**src/rtl/pipe_stage_skid_reg_pkg.sv**
```systemverilog
// Shared pipeline definitions: FSM encoding, default geometry, occupancy helper.
package pipe_stage_skid_reg_pkg;

  localparam int DEFAULT_WIDTH = 32;
  localparam int DEFAULT_CH    = 2;

  typedef enum logic [1:0] {
    EMPTY = 2'd0,
    FULL  = 2'd1,
    SKID  = 2'd2
  } state_t;

  // Number of held entries implied by a state.
  function automatic logic [1:0] occ_of(input state_t s);
    case (s)
      FULL:    occ_of = 2'd1;
      SKID:    occ_of = 2'd2;
      default: occ_of = 2'd0;
    endcase
  endfunction

endpackage

```
**src/rtl/pipe_stage_skid_reg_data.sv**
```systemverilog
// Multi-channel data register with load enable; all channels move in lockstep.
module pipe_data_reg #(
  parameter int W = 64
) (
  input  logic         clk,
  input  logic         rst,
  input  logic         load,
  input  logic [W-1:0] d,
  output logic [W-1:0] q
);

  // Capture d when load is high; clear on reset.
  always_ff @(posedge clk) begin
    if (!rst)
      q <= '0;
    else if (load)
      q <= d;
  end

endmodule

```
**src/rtl/pipe_stage_skid_reg.sv**
```systemverilog
// Two-entry skid pipeline stage: main register drives the output, skid register
// catches the one word accepted while downstream stalls, so in_ready never
// depends combinationally on out_ready.
module pipe_stage_skid_reg
  import pipe_stage_skid_reg_pkg::*;
#(
  parameter int WIDTH = DEFAULT_WIDTH,
  parameter int CH    = DEFAULT_CH
) (
  input  logic                clk,
  input  logic                rst,
  input  logic                freeze,
  input  logic                flush,
  input  logic                in_valid,
  output logic                in_ready,
  input  logic [CH*WIDTH-1:0] in_data,
  output logic                out_valid,
  input  logic                out_ready,
  output logic [CH*WIDTH-1:0] out_data,
  output logic [1:0]          occupancy
);

  localparam int DW = CH * WIDTH;

  state_t          state;
  state_t          state_nxt;
  logic            in_fire;
  logic            out_fire;
  logic            main_load;
  logic            skid_load;
  logic [DW-1:0]   main_d;
  logic [DW-1:0]   skid_q;

  // Handshakes are gated by reset so no transfer is reported while it is held.
  assign in_ready  = (state != SKID)  & ~freeze & ~flush & rst;
  assign out_valid = (state != EMPTY) & ~freeze & rst;
  assign in_fire   = in_valid  & in_ready;
  assign out_fire  = out_valid & out_ready;

  // Next-state and register load decisions; freeze suppresses both fires.
  always_comb begin
    state_nxt = state;
    main_load = 1'b0;
    skid_load = 1'b0;
    main_d    = in_data;
    case (state)
      EMPTY: begin
        if (in_fire) begin
          main_load = 1'b1;
          state_nxt = FULL;
        end
      end
      FULL: begin
        if (in_fire && out_fire) begin
          main_load = 1'b1;
        end else if (in_fire) begin
          skid_load = 1'b1;
          state_nxt = SKID;
        end else if (out_fire) begin
          state_nxt = EMPTY;
        end
      end
      SKID: begin
        if (out_fire) begin
          main_load = 1'b1;
          main_d    = skid_q;
          state_nxt = FULL;
        end
      end
      default: state_nxt = EMPTY;
    endcase
    if (flush)
      state_nxt = EMPTY;
  end

  // State and registered occupancy; reset outranks flush and freeze.
  always_ff @(posedge clk) begin
    if (!rst) begin
      state     <= EMPTY;
      occupancy <= 2'd0;
    end else begin
      state     <= state_nxt;
      occupancy <= occ_of(state_nxt);
    end
  end

  pipe_data_reg #(.W(DW)) u_main (
    .clk  (clk),
    .rst  (rst),
    .load (main_load),
    .d    (main_d),
    .q    (out_data)
  );

  pipe_data_reg #(.W(DW)) u_skid (
    .clk  (clk),
    .rst  (rst),
    .load (skid_load),
    .d    (in_data),
    .q    (skid_q)
  );

endmodule

```
**config.mk**
```make
export PLATFORM = sky130hd
export DESIGN_NAME = pipe_stage_skid_reg
export DESIGN_NICKNAME = d
export VERILOG_FILES = /design/src/rtl/pipe_stage_skid_reg_pkg.sv /design/src/rtl/pipe_stage_skid_reg_data.sv /design/src/rtl/pipe_stage_skid_reg.sv
export SDC_FILE = /design/constraint.sdc
export NUM_CORES = 1
export LEC_CHECK = 0
export CAP_MARGIN = 5
export CORE_MARGIN = 2
export CORE_UTILIZATION = 35
export DETAILED_ROUTE_END_ITERATION = 6
export PLACE_DENSITY = 0.65
export RECOVER_POWER = 25
export SYNTH_ARGS = -nofsm -noshare
export SYNTH_HDL_FRONTEND = slang
export SYNTH_SLANG_ARGS = --single-unit
```
**constraint.sdc**
```tcl
create_clock -name clk -period 1.85 [get_ports clk]
set_clock_uncertainty 0.15 [all_clocks]
set_input_delay 0.555 -clock clk [delete_from_list [all_inputs] [get_ports clk]]
set_output_delay 0.555 -clock clk [all_outputs]
set_load 0.005 [all_outputs]
```
==> results by group, run 1 <==
Global route
  • Global route total overflow: 0
  • Global-route wire length before repair: approximately 26,000 um
  • GRT met3 Usage: roughly 6.4%
  • GR peak layer: met2
  • Initial antenna violation count: 1
  • Vias in the first global route: approximately 4,800
  • All-Layer GR Usage: a little under a fifth
  • Largest net degree at the start of global routing: 47
  • Grt met2 use: between 20% and 30%
  • GRT met1 Usage: around a quarter

Die
  • Die height: about 130 um
  • Die Wd: roughly 130 um
  • Row count: 46
  • # IOs: 138
  • Die footprint: between 15,000 and 20,000 um^2
  • Starting Density: a little over a third
  • Core Box Area: roughly 16,000 um^2

Layout
  • Final instance area: between 8000 and 9000 um^2
  • Area grow syn2layout: 46.7%
  • Commonest non-fill, non-tap cells in the layout: 125 x dfxtp_1, 105 x nand2_1, 68 x dlygate4sd2_1, 64 x o22a_1, 64 x clkdlybuf4s50_1
  • Non-filler cells, final: 913
  • FF+latch area: roughly 2700 um^2
  • Most common cell after layout, fill and taps aside: dfxtp_1
  • Post-Route Utilization: 52.6%
  • Antenna diodes: 0
  • Layout cells sized above 1: between 30% and 40%
  • Nets: about 750
  • Multi-input gate area: 2780 um^2
  • Layout filler cell count: between 1,000 and 1,500

Synthesis
  • Largest family of logic cells by synthesized area: compound AO/OA/AOI/OAI gates
  • Synthesized flop and latch total: between 100 and 150
  • Post-Syn Instances: approximately 530
  • Syn Std Cell Area: about 5700 um^2
  • Synth Area in XOR/XNOR: 0%
  • Seq/Total Area, Yosys: between 40% and 50%
  • Syn_nets: 604
  • Multiplexer share of the synthesized area: 0.198%
  • Synth Area in Compound Gates: around a third
  • Post-synth cell types: 29
  • Synth Area in Adders: 0%
  • YS warnings: 0
  • Simple-gate share of the synthesized area: about 11%
  • Mean Syn Cell Area: 10.7 um^2

Critical path
  • Reg2Reg Setup Slack: -0.05 ns
  • WP data required: ~1.1 ns
  • CP max stage cell: dfxtp_2
  • Worst setup path startpoint: state[0]
  • Launching point of the worst reg2reg path: state[1]
  • Crit path max fanout: 2
  • Kind of critical path: reg -> out
  • CP max stage delay: between 0.3 and 0.4 ns
  • Crit path DAT: around 1.2 ns
  • Crit end category: primary output
  • Startpoint types: flop
  • CP Cell Sequence: and2b_2 -> nor3_2 -> buf_2

Power and ir drop
  • Power per cell area: 864 nW/um^2
  • Power after layout: 7.22 mW
  • Peak supply drop: about 0.64 mV
  • LEAKAGE: around 3.2 nW

STA
  • Final hold vios: 0
  • Slew HR: a little over two thirds
  • Max Clk Rate: 0.517 GHz
  • Transition time of the tightest slew-check pin: 0.447 ns
  • Min Hold Slack: slightly above 0.3 ns
  • Worst setup margin: -0.0831 ns
  • Minimum clock period: ~1.9 ns
  • Final period util: 104%
  • Unrepaired setup endpoints after global routing: yes
  • Post-Route Setup TNS: -0.733 ns
  • Pins Over Slew Limit: 0
  • # setup viols final: 21

Status
  • Outcome: finished with violations
  • Failing checks: setup timing

Detailed routing
  • Drt via density: 5.30
  • Number of DRC markers in iteration 0: roughly 320
  • First drt pass iteration count: 4
  • Via count: between 4,000 and 5,000
  • Post-DRT Antenna Nets: 0
  • DR DRC count: 0
  • Routed Wire Length: ~17,000 um
  • WL/cell: roughly 19 um

Placed design
  • Dpl cell area: around 7300 um^2
  • Gpl congestion: 0.777
  • Cells after DPL: 861
  • DP Worst Slack: -0.761 ns
  • DP HPWL: about 10,000 um
  • Port Buffer Count: roughly 140

Flow run
  • Max-capacitance violation count: 0

Clock tree
  • CTS H-tree lvls: 4
  • Worst-path clk slew: around 0.060 ns
  • Clock latency on the worst-skew pair: 0.42 ns
  • Max Root-Sink Buffers: 2
  • Num CTS Buffers: 17
  • CTS tree: built
  • CTS sink cnt: between 100 and 150
  • Root buf cell: clkbuf_16

Worst hold path
  • Hold wc startpoint: u_skid.q[17]
  • Min-delay worst type: reg -> reg
## synth_stat cells
cell       number  area share [%]
nand2_1       129             8.5
a21boi_0        4            0.53
mux2_2          1            0.20
nor4_4          1            0.37
clkbuf_1       14            0.92
and4bb_2        1            0.22
o221a_1        10             2.0
a21oi_4         1            0.29
nand4bb_1       1            0.20
nor4bb_1        2            0.35
buf_2          20             1.8
nand2b_2        1            0.15
nand2b_1        2            0.22
inv_1           1           0.066
and3b_4         1            0.22
nand3b_1        1            0.13
and2b_1         1            0.13
nor2_1          7            0.46
nor3_1          1           0.088
o221a_2        54              11
or4_1           1            0.13
o22a_1         64             9.8
buf_4           1            0.13
a21oi_1         1           0.088
dfxtp_1       132              46
o21ai_0         1           0.088
clkbuf_2        1           0.088
buf_6          20             4.0
a21boi_2       60              12
## sequential cells by signal, indices dropped and copies added (netlist names)
signal	count
occupancy	2
u_main.q	64
u_skid.q	64
state	2
## report_power, final
group / internal, mW / leakage (nW) / switching, mW
clock network: 2.51 / 0.324 / 1.28
logic: 0.320 / 1.78 / 0.194
registers: 2.90 / 1.07 / 0.0285
total: 5.72 / 3.17 / 1.50
## path summary, 6_finish.rpt
check,end,depth (start not counted)
setup / recovery,in_ready,3
setup reg to reg,u_skid.q[4],6
hold / removal,u_skid.q[17],2
hold reg to reg,u_skid.q[17],2
## cells by family after synthesis
| group | count (synthesis) |
|---|---|
| buffers and inverters | 57 |
| flip-flops | 132 |
| AO/OA/AOI/OAI | 195 |
| multiplexers | 1 |
| AND/OR/NAND/NOR | 149 |
## layout make-up
cell class	instances	share of cell area, %
multi-input cells	345	33.2
repair buffers	187	23.8
inverters	1	0.0449
well taps	216	3.23
clock buffers	21	5.63
flip-flops and latches	132	31.7
clock inverters	11	2.36
## metal layers
layer  wire [um]  part of all wire (%)
met5          10                 0.058
met4         248                   1.4
met3        1060                   6.1
met2        8200                    47
met1        7790                    45
## worst max-delay path, delay by kind of cell (launching register included)
kind,cells,cell delay (ns)
buf+inv,1,0.13
flops,1,0.33
simple gates,2,0.34
## what timing repair did
| action | 4_1_cts | 5_1_grt |
|---|---|---|
| resized for setup | 110 | 36 |
| pin swaps | 7 | 4 |
| buffers inserted | 9 | 0 |
| gates cloned | 3 | 8 |
| endpoints found under the setup margin | 197 | 72 |
| hold buffers | 0 | 0 |
Power figures use the tool's default switching activity.
==> inputs of run 2 (changes only) <==
- ABC_CLOCK_PERIOD_IN_PS: default -> 1850
- SLEW_MARGIN: default -> 40
==> results of run 2 <==
The final DEF is identical to that of run 1; final timing and power are the same.
==> inputs of run 3 (changes only) <==
- CORE_UTILIZATION: 35 -> 45
- PLACE_DENSITY: 0.65 -> 0.8
==> run 3 against run 2 <==
Compared with the run above: the run still ends with setup timing left; die area shrank 22%; fmax grew 2.9%; routed wire length shrank 10%; worst setup slack gained 0.054 ns; sequential cell count is the same; sequential power is essentially flat; clock power shrank 9.0%; worst hold slack lost 0.0061 ns; register-to-register slack gained 0.14 ns.
==> results by group, run 3 (synthesized netlist as in run 1, its figures left out) <==
Layout
  • Non-filler cells, final: 859 (-5.9%)
  • Most common cell after layout, fill and taps aside: dfxtp_1
  • Area grow syn2layout: 40.9%
  • Biggest regs: u_main.q (64), u_skid.q (64)
  • Nets: 743 (-1.5%)
  • Commonest non-fill, non-tap cells in the layout: 128 x dfxtp_1, 120 x nand2_1, 68 x dlygate4sd2_1, 64 x o22a_1, 64 x clkdlybuf4s50_1
  • Layout cells sized above 1: 31.2% (-3.4 points)

Detailed routing
  • Number of DRC markers in iteration 0: 300 (-6.0%)
  • Post-DRT Antenna Nets: 0 (unchanged)
  • First drt pass iteration count: 4 (unchanged)
  • DR DRC count: 0 (unchanged)
  • WL/cell: 18.1 um (-4.6%)
  • Via count: 4,820 (-0.31%)
  • Routed Wire Length: 15,500 um (-10%)
  • Drt via density: 5.61 (+6.0%)

Critical path
  • CP max stage delay: 0.57 ns (+0.24 ns)
  • Worst r2r dst: u_skid.q[50]
  • WP data required: 2.00 ns (+0.86 ns)
  • Reg2Reg Setup Slack: 0.09 ns (+0.14 ns)
  • Startpoint types: input pin
  • Crit path max fanout: 20 (+18)
  • Launching point of the worst reg2reg path: state[0]
  • Crit path DAT: 2.03 ns (+0.80 ns)
  • CP max stage cell: or4_4
  • CP Cell Sequence: clkbuf_1 -> buf_2 -> nand4bb_4 -> or4_4 -> buf_12 -> nand2_1 -> a21boi_2
  • Kind of critical path: in -> reg
  • Worst r2r path cells: 9 (+3)
  • Crit end category: flop

Clock tree
  • Clock latency on the worst-skew pair: 0.41 ns (about the same)
  • Max Root-Sink Buffers: 2 (unchanged)
  • CTS H-tree lvls: 4 (unchanged)
  • CTS sink cnt: 132 (unchanged)
  • Num CTS Buffers: 17 (unchanged)
  • Root buf cell: clkbuf_16
  • CTS tree: built
  • Hold bufs inserted after CTS: 0 (unchanged)
  • Worst-path clk slew: 0.05 ns (about the same)

Power and ir drop
  • Peak supply drop: 0.789 mV (+22%)
  • Power per cell area: 854 nW/um^2 (-1.2%)
  • LEAKAGE: 3.03 nW (-4.7%)

STA
  • # setup viols final: 27 (+29%)
  • Min Hold Slack: 0.303 ns (-0.00605 ns)
  • Pins Over Slew Limit: 0 (unchanged)
  • Post-Route Setup TNS: -0.271 ns (+0.462 ns)
  • Unrepaired setup endpoints after global routing: yes
  • Transition time of the tightest slew-check pin: 0.872 ns (+0.424 ns)
  • Final period util: 102% (-2.9 points)
  • Worst setup margin: -0.0291 ns (+0.0540 ns)
  • Slew HR: 41.9% (-28 points)
  • Minimum clock period: 1.88 ns (-0.0540 ns)
  • Max Clk Rate: 0.532 GHz (+2.9%)
  • Final hold vios: 0 (unchanged)

Global route
  • Initial antenna violation count: 0 (-1)
  • All-Layer GR Usage: 23.6% (+4.5 points)
  • Largest net degree at the start of global routing: 94 (+100%)
  • Global route total overflow: 0 (unchanged)
  • Global-route wire length before repair: 24,800 um (-5.5%)
  • Vias in the first global route: 5,037 (+4.8%)

Status
  • Failing checks: setup timing
  • Outcome: finished with violations

Die
  • Core Box Area: 12,500 um^2 (-22%)
  • Die Wd: 117 um (-11%)
  • Die footprint: 13,600 um^2 (-22%)
  • Row count: 41 (-11%)
  • # IOs: 138 (unchanged)
  • Starting Density: 45.7% (+9.8 points)
  • Die height: 117 um (-11%)

Flow run
  • Max-capacitance violation count: 0 (unchanged)

Placed design
  • DP HPWL: 9730 um (-3.6%)
  • Cells after DPL: 822 (-4.5%)
  • Port Buffer Count: 137 (unchanged)
  • Gpl congestion: 0.801 (+3.0%)

Worst hold path
  • Min-delay worst type: in -> reg
  • Hold depth: 3 (+1)
  • Hold wc startpoint: flush
  • Worst Hold Path EP: state[1]
[run 3: cell types whose count changed in the layout (fill, tap and decap cells not counted), moves of 4 or more]
cell,delta
buf_12,+4
buf_4,-4
buf_6,-5
clkbuf_16,-6
nand2_1,+15
nand2_2,-13
[run 3: stage by stage]
step / util [%] / setup WS, ns / power (mW) / instance area [um^2]
6_report: 64.4 / -0.0291 / 6.86 / 8030
5_1_grt: 64.4 / -0.0983 / 7.07 / 8030
4_1_cts: 64.3 / -0.0510 / 6.93 / 8020
3_5_place_dp: 58.8 / -0.764 / 3.49 / 7330
3_3_place_gp: 58.8 / -0.761 / 3.48 / 7330
2_1_floorplan: - / -0.139 / 3.17 / 5730
[run 3: layer usage]
metal / part of all wire (%) / up-vias / track usage [%]
met4: 2.0 / 0 / 11.4
met2: 51 / 151 / 40.0
met5: 0 / - / 0
met3: 6.3 / 25 / 7.11
li1: - / 2257 / -
met1: 41 / 2387 / 27.2
[run 3: worst max path at each step]
stage              from            to  depth (start not counted)
6_report            rst  u_skid.q[41]                          7
5_1_grt        state[0]      in_ready                          3
4_1_cts        state[0]      in_ready                          3
3_5_place_dp     freeze  u_skid.q[36]                          9
3_3_place_gp     freeze      in_ready                          4
2_1_floorplan       rst  u_skid.q[11]                          7
[run 3: what timing repair did]
action,4_1_cts,5_1_grt
resized for setup,126,7
buffers inserted,1,2
setup endpoints to repair,198,25
gates cloned,2,0
endpoints found under the hold margin,0,0
pin swaps,5,4
[run 3: cell type report]
class | instances | area (um^2)
fill | 985 | 4440
multi-input combinational | 345 | 2750
sequential | 132 | 2650
timing repair buffer | 176 | 1800
clock buffer | 23 | 488
tap | 172 | 215
clock inverter | 9 | 125
inverter | 1 | 3.75
antenna | 1 | 2.50
[run 3: worst max-delay path, delay by kind of cell]
family / cells / cell delay, ns
AO/OA/AOI/OAI: 1 / 0.06
buffers and inverters: 3 / 0.58
AND/OR/NAND/NOR: 3 / 0.83
[run 3: power by group]
part,total [mW],internal (mW),switching [mW],leakage (nW)
Sequential,2.92,2.90,0.0282,1.07
Combinational,0.488,0.303,0.185,1.66
Clock,3.45,2.25,1.19,0.299
